--- config.mk ---
export PLATFORM = sky130hd
export DESIGN_NAME = bus_grant_sequencer
export DESIGN_NICKNAME = d
export VERILOG_FILES = /design/src/rtl/bus_grant_sequencer.sv
export SDC_FILE = /design/constraint.sdc
export NUM_CORES = 1
export LEC_CHECK = 0
export ABC_AREA = 0
export CAP_MARGIN = 20
export CORE_UTILIZATION = 55
export CTS_BUF_LIST = sky130_fd_sc_hd__clkbuf_8
export CTS_CLUSTER_DIAMETER = 100
export DETAILED_ROUTE_END_ITERATION = 7
export PLACE_DENSITY = 0.78
export SLEW_MARGIN = 40
export SYNTH_ARGS = -nofsm -noshare
export SYNTH_HDL_FRONTEND = slang
export SYNTH_SLANG_ARGS = --single-unit
--- constraint.sdc ---
create_clock -name clk -period 4.6 [get_ports clk]
set_input_delay 1.38 -clock clk [delete_from_list [all_inputs] [get_ports clk]]
set_output_delay 1.38 -clock clk [all_outputs]
set_load 0.05 [all_outputs]
--- src/rtl/bus_grant_sequencer.sv ---
// Purpose: queues 4-bit grant tags from the bus arbiter and turns each tag into one bus ownership window.
// Latency: a tag pushed into an empty FIFO while idle drives its owner bit from the next rising edge.
// Backpressure: none upstream; a push into a full FIFO is dropped and flagged by a one-cycle overflow pulse.
module bus_grant_sequencer #(
    parameter int DEPTH   = 8,
    parameter int TIMEOUT = 16
) (
    input  logic                     clk,
    input  logic                     rst,
    input  logic                     wr_en,
    input  logic [3:0]               fifo_data_in,
    input  logic [3:0]               xfer_done,
    output logic [3:0]               owner_proc,
    output logic [3:0]               owner_snoop,
    output logic [1:0]               owner_id,
    output logic                     bus_busy,
    output logic                     full,
    output logic                     empty,
    output logic [$clog2(DEPTH):0]   count,
    output logic                     overflow,
    output logic                     bad_tag,
    output logic                     timeout
);

    localparam int AW   = $clog2(DEPTH);
    localparam int CNTW = AW + 1;
    localparam int CW   = $clog2(TIMEOUT);

    localparam logic [1:0] TYPE_PROC  = 2'b01;
    localparam logic [1:0] TYPE_SNOOP = 2'b10;

    typedef enum logic [1:0] {
        ST_IDLE,
        ST_GRANT,
        ST_RELEASE
    } state_t;

    // Tag storage and pointers
    logic [3:0]      r_mem [DEPTH];
    logic [AW-1:0]   r_wr_ptr;
    logic [AW-1:0]   r_rd_ptr;
    logic [CNTW-1:0] r_count;

    // Control state
    state_t          r_state;
    state_t          w_state_nxt;
    logic [CW-1:0]   r_cnt;

    // Registered outputs
    logic [3:0]      r_owner_proc;
    logic [3:0]      r_owner_snoop;
    logic [1:0]      r_owner_id;
    logic            r_bus_busy;
    logic            r_overflow;
    logic            r_bad_tag;
    logic            r_timeout;

    // Combinational decode
    logic            w_full;
    logic            w_empty;
    logic            w_push;
    logic            w_pop;
    logic            w_grant;
    logic            w_bad;
    logic            w_end;
    logic            w_tmo;
    logic [3:0]      w_head;
    logic [1:0]      w_head_type;
    logic [1:0]      w_head_id;
    logic            w_head_ok;
    logic            w_done;
    logic            w_tmo_hit;

    assign w_full      = (r_count == CNTW'(DEPTH));
    assign w_empty     = (r_count == '0);
    // Full is judged before any same-edge pop, so a push into a full FIFO is
    // always dropped even if the FSM pops on that edge.
    assign w_push      = wr_en & ~w_full;
    assign w_head      = r_mem[r_rd_ptr];
    assign w_head_type = w_head[3:2];
    assign w_head_id   = w_head[1:0];
    assign w_head_ok   = (w_head_type == TYPE_PROC) || (w_head_type == TYPE_SNOOP);
    // Only the current owner's completion strobe counts.
    assign w_done      = xfer_done[r_owner_id];
    assign w_tmo_hit   = (r_cnt == CW'(TIMEOUT - 1));

    // Tag memory write; contents need no reset because the pointers gate every read.
    always_ff @(posedge clk) begin
        if (w_push) begin
            r_mem[r_wr_ptr] <= fifo_data_in;
        end
    end

    // Pointer and occupancy bookkeeping; pointers wrap naturally at DEPTH (power of 2).
    always_ff @(posedge clk or posedge rst) begin
        if (rst) begin
            r_wr_ptr <= '0;
            r_rd_ptr <= '0;
            r_count  <= '0;
        end else begin
            if (w_push) begin
                r_wr_ptr <= r_wr_ptr + AW'(1);
            end
            if (w_pop) begin
                r_rd_ptr <= r_rd_ptr + AW'(1);
            end
            case ({w_push, w_pop})
                2'b10:   r_count <= r_count + CNTW'(1);
                2'b01:   r_count <= r_count - CNTW'(1);
                default: r_count <= r_count;
            endcase
        end
    end

    // FSM state register.
    always_ff @(posedge clk or posedge rst) begin
        if (rst) begin
            r_state <= ST_IDLE;
        end else begin
            r_state <= w_state_nxt;
        end
    end

    // FSM next-state and per-cycle control strobes.
    always_comb begin
        w_state_nxt = r_state;
        w_pop       = 1'b0;
        w_grant     = 1'b0;
        w_bad       = 1'b0;
        w_end       = 1'b0;
        w_tmo       = 1'b0;
        case (r_state)
            ST_IDLE: begin
                if (!w_empty) begin
                    w_pop = 1'b1;
                    if (w_head_ok) begin
                        w_grant     = 1'b1;
                        w_state_nxt = ST_GRANT;
                    end else begin
                        w_bad = 1'b1;
                    end
                end
            end
            ST_GRANT: begin
                // Completion on the last allowed cycle beats the timeout.
                if (w_done) begin
                    w_end       = 1'b1;
                    w_state_nxt = ST_RELEASE;
                end else if (w_tmo_hit) begin
                    w_end       = 1'b1;
                    w_tmo       = 1'b1;
                    w_state_nxt = ST_RELEASE;
                end
            end
            ST_RELEASE: begin
                w_state_nxt = ST_IDLE;
            end
            default: begin
                w_state_nxt = ST_IDLE;
            end
        endcase
    end

    // GRANT cycle counter: zero on entry, counts each cycle spent in GRANT.
    always_ff @(posedge clk or posedge rst) begin
        if (rst) begin
            r_cnt <= '0;
        end else if (w_grant) begin
            r_cnt <= '0;
        end else if (r_state == ST_GRANT) begin
            r_cnt <= r_cnt + CW'(1);
        end
    end

    // Ownership registers: loaded on the popping edge, cleared when GRANT ends.
    always_ff @(posedge clk or posedge rst) begin
        if (rst) begin
            r_owner_proc  <= '0;
            r_owner_snoop <= '0;
            r_owner_id    <= '0;
            r_bus_busy    <= 1'b0;
        end else if (w_grant) begin
            r_owner_proc  <= (w_head_type == TYPE_PROC)  ? (4'b0001 << w_head_id) : 4'b0000;
            r_owner_snoop <= (w_head_type == TYPE_SNOOP) ? (4'b0001 << w_head_id) : 4'b0000;
            r_owner_id    <= w_head_id;
            r_bus_busy    <= 1'b1;
        end else if (w_end) begin
            r_owner_proc  <= '0;
            r_owner_snoop <= '0;
            r_owner_id    <= '0;
            r_bus_busy    <= 1'b0;
        end
    end

    // One-cycle event pulses, visible in the cycle after the causing edge.
    always_ff @(posedge clk or posedge rst) begin
        if (rst) begin
            r_overflow <= 1'b0;
            r_bad_tag  <= 1'b0;
            r_timeout  <= 1'b0;
        end else begin
            r_overflow <= wr_en & w_full;
            r_bad_tag  <= w_bad;
            r_timeout  <= w_tmo;
        end
    end

    assign owner_proc  = r_owner_proc;
    assign owner_snoop = r_owner_snoop;
    assign owner_id    = r_owner_id;
    assign bus_busy    = r_bus_busy;
    assign full        = w_full;
    assign empty       = w_empty;
    assign count       = r_count;
    assign overflow    = r_overflow;
    assign bad_tag     = r_bad_tag;
    assign timeout     = r_timeout;

endmodule

== Word level (Yosys, flattened, before mapping) ==
Memories as Yosys holds them, arrays and structs flattened.
Cells that the tools add are included.
Word-level totals
  register bits after elaboration: 30
  memory bits (writable): 32
  input bits: 11
  output and inout bits: 20
  memories kept: 1
Memory list
  r_mem: words 8, bits a word 4, read ports 1, clocked after memory_dff 0, wr ports 1, line 39  | logic [3:0] r_mem [DEPTH];
Operators by class
  add/sub/neg operators: 5
  magnitude comparators: 1
  equal/unequal tests: 10
  shift-type cells: 1
  mux-type cells: 34
  bitwise logic cells: 3
  reduce and logical (&&, ||, !) cells: 7
Operator list (count)
  $mux W4: 7
  $mux W1: 18
  $mux W2: 6
  $add A4 B1 Y4 const B: 2
  $eq A4 B4 Y1 const B: 2
  $pmux W4 S2: 1
  $add A3 B1 Y3 const B: 2
  $eq A2 B1 Y1 const B: 3
  $reduce_bool A2 Y1: 3
  $eq A2 B2 Y1 const B: 2
  $logic_not A4 Y1: 1
  $ne A2 B2 Y1 const B: 2
  $pmux W2 S2: 1
  $shl A1 B2 Y4 const A: 1
  $sub A4 B1 Y4 const B: 1
  $lt A2 B3 Y1 const B: 1
  $ne A3 B3 Y1 const B: 1
  $reduce_and A3 Y1: 1
  $and A1 B1 Y1: 2
  $bmux W1 S2: 1
  $logic_not A2 Y1: 1
  $logic_or A1 B1 Y1: 1
  $not A1 Y1: 1

== Longest topological paths before layout ==
An unclocked memory read counts as a cell.
  depth after elaboration: 7
  depth in mapped cells: 11
  gate-level depth less buffers: 10

== Worst setup path after synthesis ==
OpenSTA, ideal clock, no wires.
  path kind: reg2reg
  from: reg r_count[1], in the netlist count[1]
  to: reg r_count[2], in the netlist count[2]
  library setup time: 0.148 ns
  arrival: 3.273 ns
  setup slack: 1.179 ns
  stages on the path, launching flop included: 11
  path buffers: 1
  period minus slack after synthesis: 3.421 ns
  cells stage by stage: dfrtp_1 > buf_2 > nor4_2 > nor3_1 > ha_1 > xor2_1 > ha_1 > a21oi_1 > xor2_1 > nor2_1 > xor2_1
On the way
  cells in the longest elaborated chain, start to end: 5
Ends and longest elaborated chain
  from (decl): line 42  | logic [CNTW-1:0] r_count;
  from (signal assigned): line 108  | 2'b10: r_count <= r_count + CNTW'(1);
  from (signal assigned): line 109  | 2'b01: r_count <= r_count - CNTW'(1);
  from (signal assigned): line 110  | default: r_count <= r_count;
  $logic_not A4 Y1 *: line 75  | assign w_empty = (r_count == '0);
  named net empty: line 18  | output logic empty,
  $mux W1 *: line 134  | if (!w_empty) begin
  $mux W1 *: line 132  | case (r_state)
  named net w_pop: line 62  | logic w_pop;
  $eq A2 B1 Y1 / $eq A2 B2 Y1 (equally long branches): line 107  | case ({w_push, w_pop})
  $pmux W4 S2 / $reduce_bool A2 Y1 (equally long branches)
Mark *: on every way through the listed nets, which the timed path passes. The rest lies on a longest branch.
A chain may end at the register's enable or synchronous reset.

== Worst setup path in the final report ==
  from: reg r_count[1], in the netlist count[1]
  to: out empty
On the way
  cells in the longest elaborated chain, start to end: 1
Ends and longest elaborated chain (line)
  $logic_not A4 Y1: 75
  to (decl): 18
Every way passes these cells.

==> metrics <==
Slew Viols, Final=0; flop-to-flop setup slack=around 1.8 ns; via count=1,543; Post-CTS Setup Inserts=0; Post-Synth Simple-Gate Area=0.0875; wire length per cell=~18 µm; gr ovfl total=0; initial antenna violation count=0; DRT iter0 DRCs=83; Lkg Pwr=approximately 0.0013 µW; Die Width=between 70 and 80 µm; RSZ-0062 raised after global routing=no; Compound-Gate Fraction of Synth Area=0.0543; layout cells sized above 1=0.165; Slowest-stage cell, CP=clkdlybuf4s50_1; Worst-Margin Slew=~0.8 ns; Max Fclk=280 MHz; crit start category=flip-flop; HP Start=owner_proc[3]; gr usage total=0.216; starting density of the core=0.570; multi-input logic area=928 µm²; DRC errors left=0; Post-Syn Instances=around 170; Placed Area=3020 µm²; CTS tree=done; Root Driver=clkbuf_8; CP max stage delay=approximately 0.89 ns; crit path DAT=around 2.2 ns; CP delay by family, top=buffers and inverters; antenna-violating nets left=0; reg2reg start=r_rd_ptr[0]; fillcell total=about 310; # port buffers=30; endpoints failing setup=0; CTS resizes=0; number of synthesized register bits=62; DR pass1 iterations=4; Clock Sinks=62; sequential cell area=between 1500 and 2000 µm²; largest net degree at the start of global routing=31; Max FO, Critical Path=9; NumNets Final=between 200 and 250; Critical Path RT=between 3 and 4 ns; via/cell ratio=~5.8; final setup skew=roughly 0.0086 ns; Worst VDD drop=approximately 0.45 mV; Total Power=2500 µW; first-pass GRT wire length=~8000 µm; die height=71.7 µm; Die ar.=~5000 µm²; Inserted Clock Buffers=9; crit-path cells=nor4_2, clkdlybuf4s50_1; most frequent cells in the layout=edfxtp_1, dfrtp_1, clkdlybuf4s50_1, nor2_1, clkbuf_8; Worst Path Buf+Inv=1; Relative slew margins=0.465; Synth Area per Inst=15.6 µm²; largest family of logic cells by synthesized area=multiplexers; commonest non-fill, non-tap cell in the layout=edfxtp_1; synthesized net count=190; setup TNS=0 ns; H-Tree Depth=3; clk_lat worst skew=approximately 0.33 ns; Synth Area in XOR/XNOR=0.0393; Unique masters post-synth=37; Post-Synth Adder-Cell Area=0.0374; Util after Layout=0.697; Final Cycle Share=0.776; CTS max path bufs=2; Clk pin slew, worst setup/hold paths=approximately 0.070 ns; Hold Buf Count CTS=0; final hold vios=0; Antenna diodes=0; gp weighted congestion=approximately 0.78; status=finished clean; max cap viols=0; I/O pin count=31; crit end category=output port; Crit Path Category=flip-flop to output port; vias in the first global route=between 1,500 and 2,000; post-synthesis sequential area ratio=0.640; CORE AREA=4690 µm²; post-synthesis instance area=approximately 2700 µm²; synth warn=0; area delta synth->final=22.3%; final worst path period need=about 3.6 ns; Post-DP HPWL=~3300 µm; cell row count=25; fin area=about 3300 µm²; routed wire length=between 4000 and 5000 µm; crit path from=count[1]; mux contribution to synthesized area=0.122; pwr dens=about 760 nW/µm²; Min-Delay Path Class=flip-flop to flip-flop
-- metal layers --
layer  vias up  part of all wire  track usage
met5         -                 0            0
met3        14             0.038       0.0563
met2        46              0.53        0.367
met1       760              0.40        0.255
li1        723                 -            -
met4         0             0.029        0.113
-- path summary, 6_finish.rpt --
kind,endpoint,depth (start not counted)
min,owner_proc[3],1
max,empty,2
min reg2reg,owner_proc[3],1
max reg2reg,owner_snoop[0],8
max in group asynchronous,r_rd_ptr[0],2
min in group asynchronous,r_wr_ptr[1],2
-- cells in the mapped netlist, drive strengths merged --
cell / n / area (µm²)
nor2: 10 / 40.0
and3: 2 / 12.5
a32o: 4 / 42.5
o2bb2ai: 6 / 52.6
o21a: 1 / 7.51
nand2b: 4 / 25.0
nor3: 6 / 30.0
xnor2: 4 / 35.0
clkbuf: 2 / 7.51
nor4: 3 / 25.0
a21boi: 1 / 7.51
a21oi: 1 / 5.00
mux2: 3 / 33.8
nand4: 1 / 6.26
dfrtp: 30 / 751
nand2: 8 / 30.0
ha: 8 / 100
xor2: 8 / 70.1
nor2b: 3 / 21.3
o21ai: 3 / 15.0
mux2i: 5 / 75.1
inv: 5 / 18.8
nor4bb: 1 / 10.0
buf: 4 / 26.3
edfxtp: 32 / 961
and2: 2 / 12.5
nand4bb: 1 / 11.3
mux4: 9 / 218
a211oi: 2 / 15.0
nand3: 2 / 10.0
-- registers in the layout (all words and copies together) (netlist names) --
name / cells
owner_proc: 4
timeout: 1
bad_tag: 1
owner_snoop: 4
bus_busy: 1
r_mem: 32
count: 4
r_wr_ptr: 3
r_state: 2
overflow: 1
owner_id: 2
r_cnt: 4
r_rd_ptr: 3
-- area by class of cell --
cell class | instances | share of cell area
flip-flops and latches | 62 | 0.523
multi-input cells | 98 | 0.284
clock inverters | 7 | 0.0344
clock buffers | 9 | 0.0379
inverters | 5 | 0.00574
repair buffers | 31 | 0.0941
well taps | 54 | 0.0207
-- kinds of logic after synthesis --
group                      Yosys count
and+or+nand+nor                     43
xor gates and xnor gates            12
adders and majority gates            8
DFF                                 62
buffers and inverters               11
muxes                               17
AOI/OAI and AO/OA                   18
-- stage by stage --
step           cells  worst slack (ns)  hold WS [ns]
2_1_floorplan    171              1.18         0.497
3_3_place_gp     250             0.996         0.472
3_5_place_dp     250             0.864         0.478
4_1_cts          266              1.04         0.497
5_1_grt          266             0.881         0.520
6_report         266              1.03         0.493
-- worst reg2reg max path, stage by stage, from the launching register on --
cell,delay (ns)
dfrtp_1,0.68
mux4_1,0.64
mux2i_1,0.23
inv_1,0.07
ha_1,0.31
nor4_2,0.31
buf_4,0.25
nand2_1,0.09
o2bb2ai_1,0.15
-- where the power goes --
group	internal [µW]	switching [µW]
registers	728	162
clock network	357	204
logic	447	601
total	1530	967
No activity file was read; power rests on OpenSTA's default activity.
